`src/rtl/icache_direct.sv`:
```
// rtl/icache_direct.sv - direct-mapped read-only instruction cache with hit/miss statistics
//
// Purpose:
//   Serves instruction fetches from a direct-mapped array of one-word frames.
//   A miss latches the word address and issues a single-word memory read,
//   holding it until memory drops iwait, then refills the frame and returns
//   to lookup. Hit and miss counters saturate at all-ones.
//
// Ports:
//   CLK         system clock, rising edge
//   RST         asynchronous active-high reset
//   imemREN     fetch request from the datapath
//   imemaddr    fetch byte address (bits [1:0] ignored)
//   ihit        fetch data valid this cycle
//   imemload    fetched instruction, 0 when ihit is low
//   iREN        memory read request (high for the whole fill)
//   iaddr       memory word address, 0 outside a fill
//   iload       memory read data, taken when iREN=1 and iwait=0
//   iwait       memory busy
//   hit_count   saturating count of hit cycles
//   miss_count  saturating count of misses
module icache_direct #(
  parameter int SETS  = 16,
  parameter int CNT_W = 32
) (
  input  logic             CLK,
  input  logic             RST,
  input  logic             imemREN,
  input  logic [31:0]      imemaddr,
  output logic             ihit,
  output logic [31:0]      imemload,
  output logic             iREN,
  output logic [31:0]      iaddr,
  input  logic [31:0]      iload,
  input  logic             iwait,
  output logic [CNT_W-1:0] hit_count,
  output logic [CNT_W-1:0] miss_count
);

  localparam int IDX_W = $clog2(SETS);
  localparam int TAG_W = 30 - IDX_W;
  localparam logic [CNT_W-1:0] CNT_ONE = {{(CNT_W-1){1'b0}}, 1'b1};
  localparam logic [CNT_W-1:0] CNT_MAX = {CNT_W{1'b1}};

  typedef enum logic {
    COMPARE = 1'b0,
    FILL    = 1'b1
  } state_t;

  state_t            state;
  logic [SETS-1:0]   valid;
  logic [TAG_W-1:0]  tag_mem  [SETS];
  logic [31:0]       data_mem [SETS];
  logic [29:0]       miss_word;

  logic [IDX_W-1:0]  req_idx;
  logic [TAG_W-1:0]  req_tag;
  logic [IDX_W-1:0]  fill_idx;
  logic [TAG_W-1:0]  fill_tag;
  logic              hit;
  logic              miss;
  logic              fill_done;
  logic              unused_offset;

  assign req_idx   = imemaddr[IDX_W+1:2];
  assign req_tag   = imemaddr[31:IDX_W+2];
  assign fill_idx  = miss_word[IDX_W-1:0];
  assign fill_tag  = miss_word[29:IDX_W];
  // The byte offset never selects anything in a word-wide cache.
  assign unused_offset = ^imemaddr[1:0];

  // Lookup is purely combinational so a hit returns data in the request cycle.
  assign hit       = (state == COMPARE) && imemREN && valid[req_idx] &&
                     (tag_mem[req_idx] == req_tag);
  assign miss      = (state == COMPARE) && imemREN && !hit;
  assign fill_done = (state == FILL) && !iwait;

  assign ihit      = hit;
  assign imemload  = hit ? data_mem[req_idx] : 32'h0;
  // Memory-side outputs depend only on registered state, so they stay stable
  // for the whole fill regardless of what the datapath does.
  assign iREN      = (state == FILL);
  assign iaddr     = (state == FILL) ? {miss_word, 2'b00} : 32'h0;

  always_ff @(posedge CLK or posedge RST) begin
    if (RST) begin
      state      <= COMPARE;
      valid      <= '0;
      miss_word  <= '0;
      hit_count  <= '0;
      miss_count <= '0;
    end else begin
      case (state)
        COMPARE: begin
          if (hit && (hit_count != CNT_MAX)) begin
            hit_count <= hit_count + CNT_ONE;
          end
          if (miss) begin
            miss_word <= imemaddr[31:2];
            state     <= FILL;
            if (miss_count != CNT_MAX) begin
              miss_count <= miss_count + CNT_ONE;
            end
          end
        end
        FILL: begin
          // The fill finishes for the latched address even if the request
          // was redirected or dropped meanwhile.
          if (!iwait) begin
            valid[fill_idx] <= 1'b1;
            state           <= COMPARE;
          end
        end
        default: state <= COMPARE;
      endcase
    end
  end

  // Tag and data need no reset; valid gates them. A reset during a fill
  // forces state to COMPARE immediately, so no write can follow it.
  always_ff @(posedge CLK) begin
    if (fill_done) begin
      tag_mem[fill_idx]  <= fill_tag;
      data_mem[fill_idx] <= iload;
    end
  end

endmodule
```
`config.mk`:
```
export PLATFORM = sky130hd
export DESIGN_NAME = icache_direct
export DESIGN_NICKNAME = d
export VERILOG_FILES = /design/src/rtl/icache_direct.sv
export SDC_FILE = /design/constraint.sdc
export NUM_CORES = 1
export LEC_CHECK = 0
export BUFFER_PORTS_ARGS = -buffer_cell sky130_fd_sc_hd__clkbuf_2
export CAP_MARGIN = 20
export CORE_UTILIZATION = 60
export CTS_CLUSTER_DIAMETER = 60
export DETAILED_ROUTE_END_ITERATION = 10
export PLACE_DENSITY_LB_ADDON = 0.15
export SLEW_MARGIN = 10
export SYNTH_ARGS = -nofsm -noshare
export SYNTH_HDL_FRONTEND = slang
export SYNTH_SLANG_ARGS = --single-unit
```
`constraint.sdc`:
```
create_clock -name CLK -period 7.46 [get_ports CLK]
set_input_delay 0.746 -clock CLK [delete_from_list [all_inputs] [get_ports CLK]]
set_output_delay 0.746 -clock CLK [all_outputs]
set_load 0.02 [all_outputs]
```
Word level (Yosys, flattened, before mapping)
Memories as Yosys holds them, arrays and structs flattened.
Cells that the tools add are included.
W data, S select, Z words.

storage, ports and cells
  register bits after elaboration = 111
  RAM bits = 928
  bits of input ports = 68
  output and inout bits = 130
  word-level logic and storage cells = 42
  memories kept = 2

cells by class
  add/sub/neg operators = 2
  magnitude comparators = 3
  equality and inequality tests = 3
  mux-type cells = 11
  bitwise gates (word level) = 3
  reduce and logical (&&, ||, !) cells = 13

memory list
  name      words  width  read ports  clocked after memory_dff  wr ports  RTL line  RTL
  data_mem  16     32     1           0                         1         53        logic [31:0] data_mem [SETS];
  tag_mem   16     26     1           0                         1         52        logic [TAG_W-1:0] tag_mem [SETS];

operators by type and width
  operator                 count
  $add A32 B1 Y32 const B  2
  $mux W32                 2
  $ne A32 B32 Y1 const B   2
  $eq A26 B26 Y1           1
  $or A16 B16 Y16          1
  $lt A4 B5 Y1 const B     2
  $logic_and A1 B1 Y1      7
  $mux W1                  6
  $reduce_and A2 Y1        3
  $bmux W1 S4              1
  $demux W1 S4             1
  $ge A4 B1 Y1 const B     1
  $reduce_and A3 Y1        1
  $logic_not A1 Y1         2
  $not A1 Y1               2
  $pmux W1 S2              1

Longest topological paths before layout
  depth in word-level cells = 8
  gate-level depth with buffers = 15
  gate-level depth less buffers = 10

Worst setup path before layout
OpenSTA, ideal clock, no wires.

  kind = input -> register
  start = in iwait
  end = reg valid[0]
  setup time = 0.089 ns
  arrival = 5.711 ns
  required time = 7.371 ns
  slack = 1.659 ns
  cell stages on the path = 4
  buffers on the path = 0
  cell sequence = nand2b_1 or3_1 nor3_1 or2_2

between the ends
  longest elaborated chain between the ends = 2

ends and longest elaborated chain
  what                                RTL line  RTL
  start: declaration                  35        input logic iwait,
  $not A1 Y1 (no source line)         n/a
  $reduce_and A2 Y1 (no source line)  n/a
  end signal: assignment              88        valid <= '0;
  end signal: indexed assignment      110       valid[fill_idx] <= 1'b1;
  end: declaration                    51        logic [SETS-1:0] valid;

No other way between the ends.
A chain may end at the register's enable or synchronous reset.

Final worst setup path
  start = in imemaddr[4]
  end = out imemload[13]

between the ends
  longest elaborated chain between the ends = 5
  elaborated cells on any way between the ends = 8
  those cells by class = eq/ne: 1; mux: 3; reduce/logical: 2; memory: 2

ends and longest elaborated chain
  what                                                                     RTL line  RTL
  start: declaration                                                       29        input logic [31:0] imemaddr,
  parallel branches: the longest is 4 deep, another holds $mem_v2 Z16 W26  n/a
  $mux W32 (*)                                                             79        assign imemload = hit ? data_mem[req_idx] : 32'h0;
  end: declaration                                                         31        output logic [31:0] imemload,

Mark *: on every way between the ends. The select of a mux whose other input is x is not followed.

==> run metrics <==
status=completed; LEAKAGE=15.8 nW; Primary FF master, synth=edfxtp_1; Max-cap violations=0; layout cell share with drive strength beyond 1=30.1%; CORE AREA=around 67000 um^2; Mapped Area=between 40000 and 50000 um^2; Worst R2R Path Depth=10; final WL=about 90000 um; Top Usage Layer GRT=met2; DR iter-0 viols=~1800; total vias in the final route=20000; initial core utilization=about three fifths; Seq cells post-synth=between 1000 and 1500; met1 global-route usage=36.3%; # clock sinks=1039; total CTS buffers=around 100; WL/cell=28.0 um; critical path type=in2out; Die X=264 um; final number of hold-violating endpoints=0; RSZ-0062 raised after global routing=no; Distinct cells, synth=64; Final nets=2266; final instance area=46300 um^2; ANT nets after route=0; DR vias/cell=approximately 6.4; I/O Buffers=193; Power Dens Cells=between 200 and 300 nW/um^2; CTS tree=yes; GPL Wtd Cong=about 0.8; full die area=69500 um^2; Fin Setup TNS=0 ps; R2R Path End=hit_count[10]$_DFFE_PP0P_; clk_skew=between 20 and 30 ps; Worst Path Arrival=5030 ps; Hold Buf Count CTS=0; Synth async-reset ratio=10.7%; Seq/Total Area, Yosys=74.6%; Reg2Reg Setup Slack=3090 ps; global-route wire length before repair=132000 um; Vert. Die Dim=~260 um; clk_lat worst skew=670 ps; worst hold path class=in2async; clock root cell=clkbuf_16; final setup vio count=0; 1st-pass router iterations=5; largest net degree at the start of global routing=~110; placed cell area=43100 um^2; Min Clock Period, post-route=5770 ps; final slew viol count=0; crit path max fanout=73; # H-tree levels=3; post-DP HPWL=between 40000 and 50000 um; number of flops mapped to enable cells by yosys=928; met2 Usage GRT=43.1%; Max transition margin=28.3%; R2R Path Start=tag_mem[14][13]$_DFFE_PP_; Post-CTS Setup Bufs=0; # DRC=0; initial antenna violation count=5; Layout area overhead=12.8%; mean area per synthesized cell=21.0 um^2; Total GRT Usage=26.1%; Row Count=95; cells after synthesis=1960; met3 GRT Util=4.40%; GRT Residual Overflow=0; Ys Warns=0; Clock Tree Buf Depth=3; Slew @ Worst Pin=1080 ps; number of global-route vias before repair=20700; I/O pin count=198; Total Power=12.7 mW; crit end category=output port; Final Cycle Share=77.4%; Worst setup SP type=primary input; VDD IR max=about 0.2 mV; Max Clock Freq=approximately 0.17 GHz; CTS resizes=0; Worst-path clk slew=60 ps; WP data required=6710 ps
## synthesized netlist by cell type, drive strengths merged (2+ instances only)
cell,number,area share [%]
nor2,25,0.23
or2,18,0.27
or3,6,0.091
a221oi,3,0.094
o2111ai,3,0.064
and4,4,0.085
mux4,255,14
nor3,28,0.37
nand2,31,0.28
nand2b,10,0.15
a2111oi,2,0.043
edfxtp,928,68
buf,64,0.94
nor4,8,0.20
a21oi,4,0.049
a22oi,10,0.18
dfrtp,111,6.8
a21o,3,0.055
mux2,33,0.90
a22o,2,0.043
a31oi,5,0.091
xor2,31,0.66
and3,31,0.47
nand3b,3,0.055
nand4,18,0.31
a211o,4,0.085
nand3,38,0.46
mux2i,64,1.6
o22ai,2,0.030
ha,2,0.061
xnor2,57,1.2
nor2b,41,0.62
clkbuf,35,0.32
nand4b,4,0.085
nor3b,4,0.073
and4b,2,0.049
and2,41,0.62
nor4b,6,0.21
o21ai,3,0.037
inv,12,0.11
## layer usage
metal | wire length [um] | vias up | part of all wire, %
li1 | - | 8476 | -
met1 | 35600 | 10700 | 40
met2 | 44800 | 712 | 51
met3 | 5280 | 149 | 6.0
met4 | 2310 | 6 | 2.6
met5 | 32 | - | 0.036
## cell type report
cell class | instances | area, um^2
Antenna cell | 1 | 2.50
Timing Repair Buffer | 231 | 1360
Multi-Input combinational cell | 811 | 9990
Inverter | 12 | 47.5
Sequential cell | 1039 | 30600
Fill cell | 4182 | 21100
Tap cell | 873 | 1090
Clock inverter | 53 | 539
Clock buffer | 129 | 2660
## how the worst max path moves through the flow
stage | end | from | cells past startpoint | slack, ps
after floorplan | valid[0]$_DFFE_PP0P_ | iwait | 4 | 1660
after global placement | hit_count[10]$_DFFE_PP0P_ | imemaddr[4] | 12 | 1720
after detailed placement | imemload[13] | imemaddr[4] | 11 | 1570
after CTS | imemload[13] | imemaddr[4] | 11 | 1530
after global routing | imemload[13] | imemaddr[4] | 11 | 1370
final | imemload[13] | imemaddr[4] | 11 | 1690
## cells in the final DEF, fill, tap and decap left out, types with 31 or more instances in the layout
cell       synthesis  layout
clkbuf_16          0     101
buf_4              9      33
nor2b_1           41      41
clkbuf_2           0     189
edfxtp_1         928     928
nand3_1           38      38
xor2_1            31      31
nand2_1           31      31
dfrtp_1          111     111
mux2i_1           64      64
mux4_2           255     255
and2_1            41      41
xnor2_1           56      56
and3_1            31      31
## power breakdown
part | internal (mW) | switching (mW) | total [mW]
registers | 6.70 | 0.220 | 6.92
clock network | 2.78 | 2.13 | 4.90
logic | 0.379 | 0.520 | 0.900
total | 9.85 | 2.87 | 12.7
## worst max-delay path: stages
cell       delay, ps
clkbuf_8         650
buf_12           410
mux2i_1          290
xnor2_1           90
a221oi_1         530
o2111ai_1        180
o22ai_1          410
and2_1           240
nand4_4          700
nor2b_1          420
clkbuf_2         220
## metrics by stage
stage,setup WS [ps],cells,utilization [%],hold slack [ps]
floorplan,1660,1961,-,434
global placement,1720,2964,63.9,445
detailed placement,1570,2964,63.9,448
CTS,1530,3146,68.7,127
global route,1370,3149,68.8,157
finish,1690,3149,68.8,127
## flip-flops by register name (all words and copies together), names as in the netlist
name,cells
hit_count,32
tag_mem,416
valid,16
miss_count,32
miss_word,30
data_mem,512
iREN,1
## cell families (layout without fill, tap and decap cells)
logic type | Yosys count | count (layout) | share of synthesized area, %
buffers and inverters | 111 | 425 | 1.37
flip-flops | 1039 | 1039 | 74.6
multiplexers | 352 | 352 | 16.4
XOR/XNOR | 88 | 88 | 1.89
AND/OR/NAND/NOR | 321 | 321 | 4.73
AO/OA/AOI/OAI | 46 | 46 | 0.883
adder cells (fa/ha/maj) | 2 | 2 | 0.0609
other | 1 | 3 | 0.00913
Power figures use the tool's default switching activity.
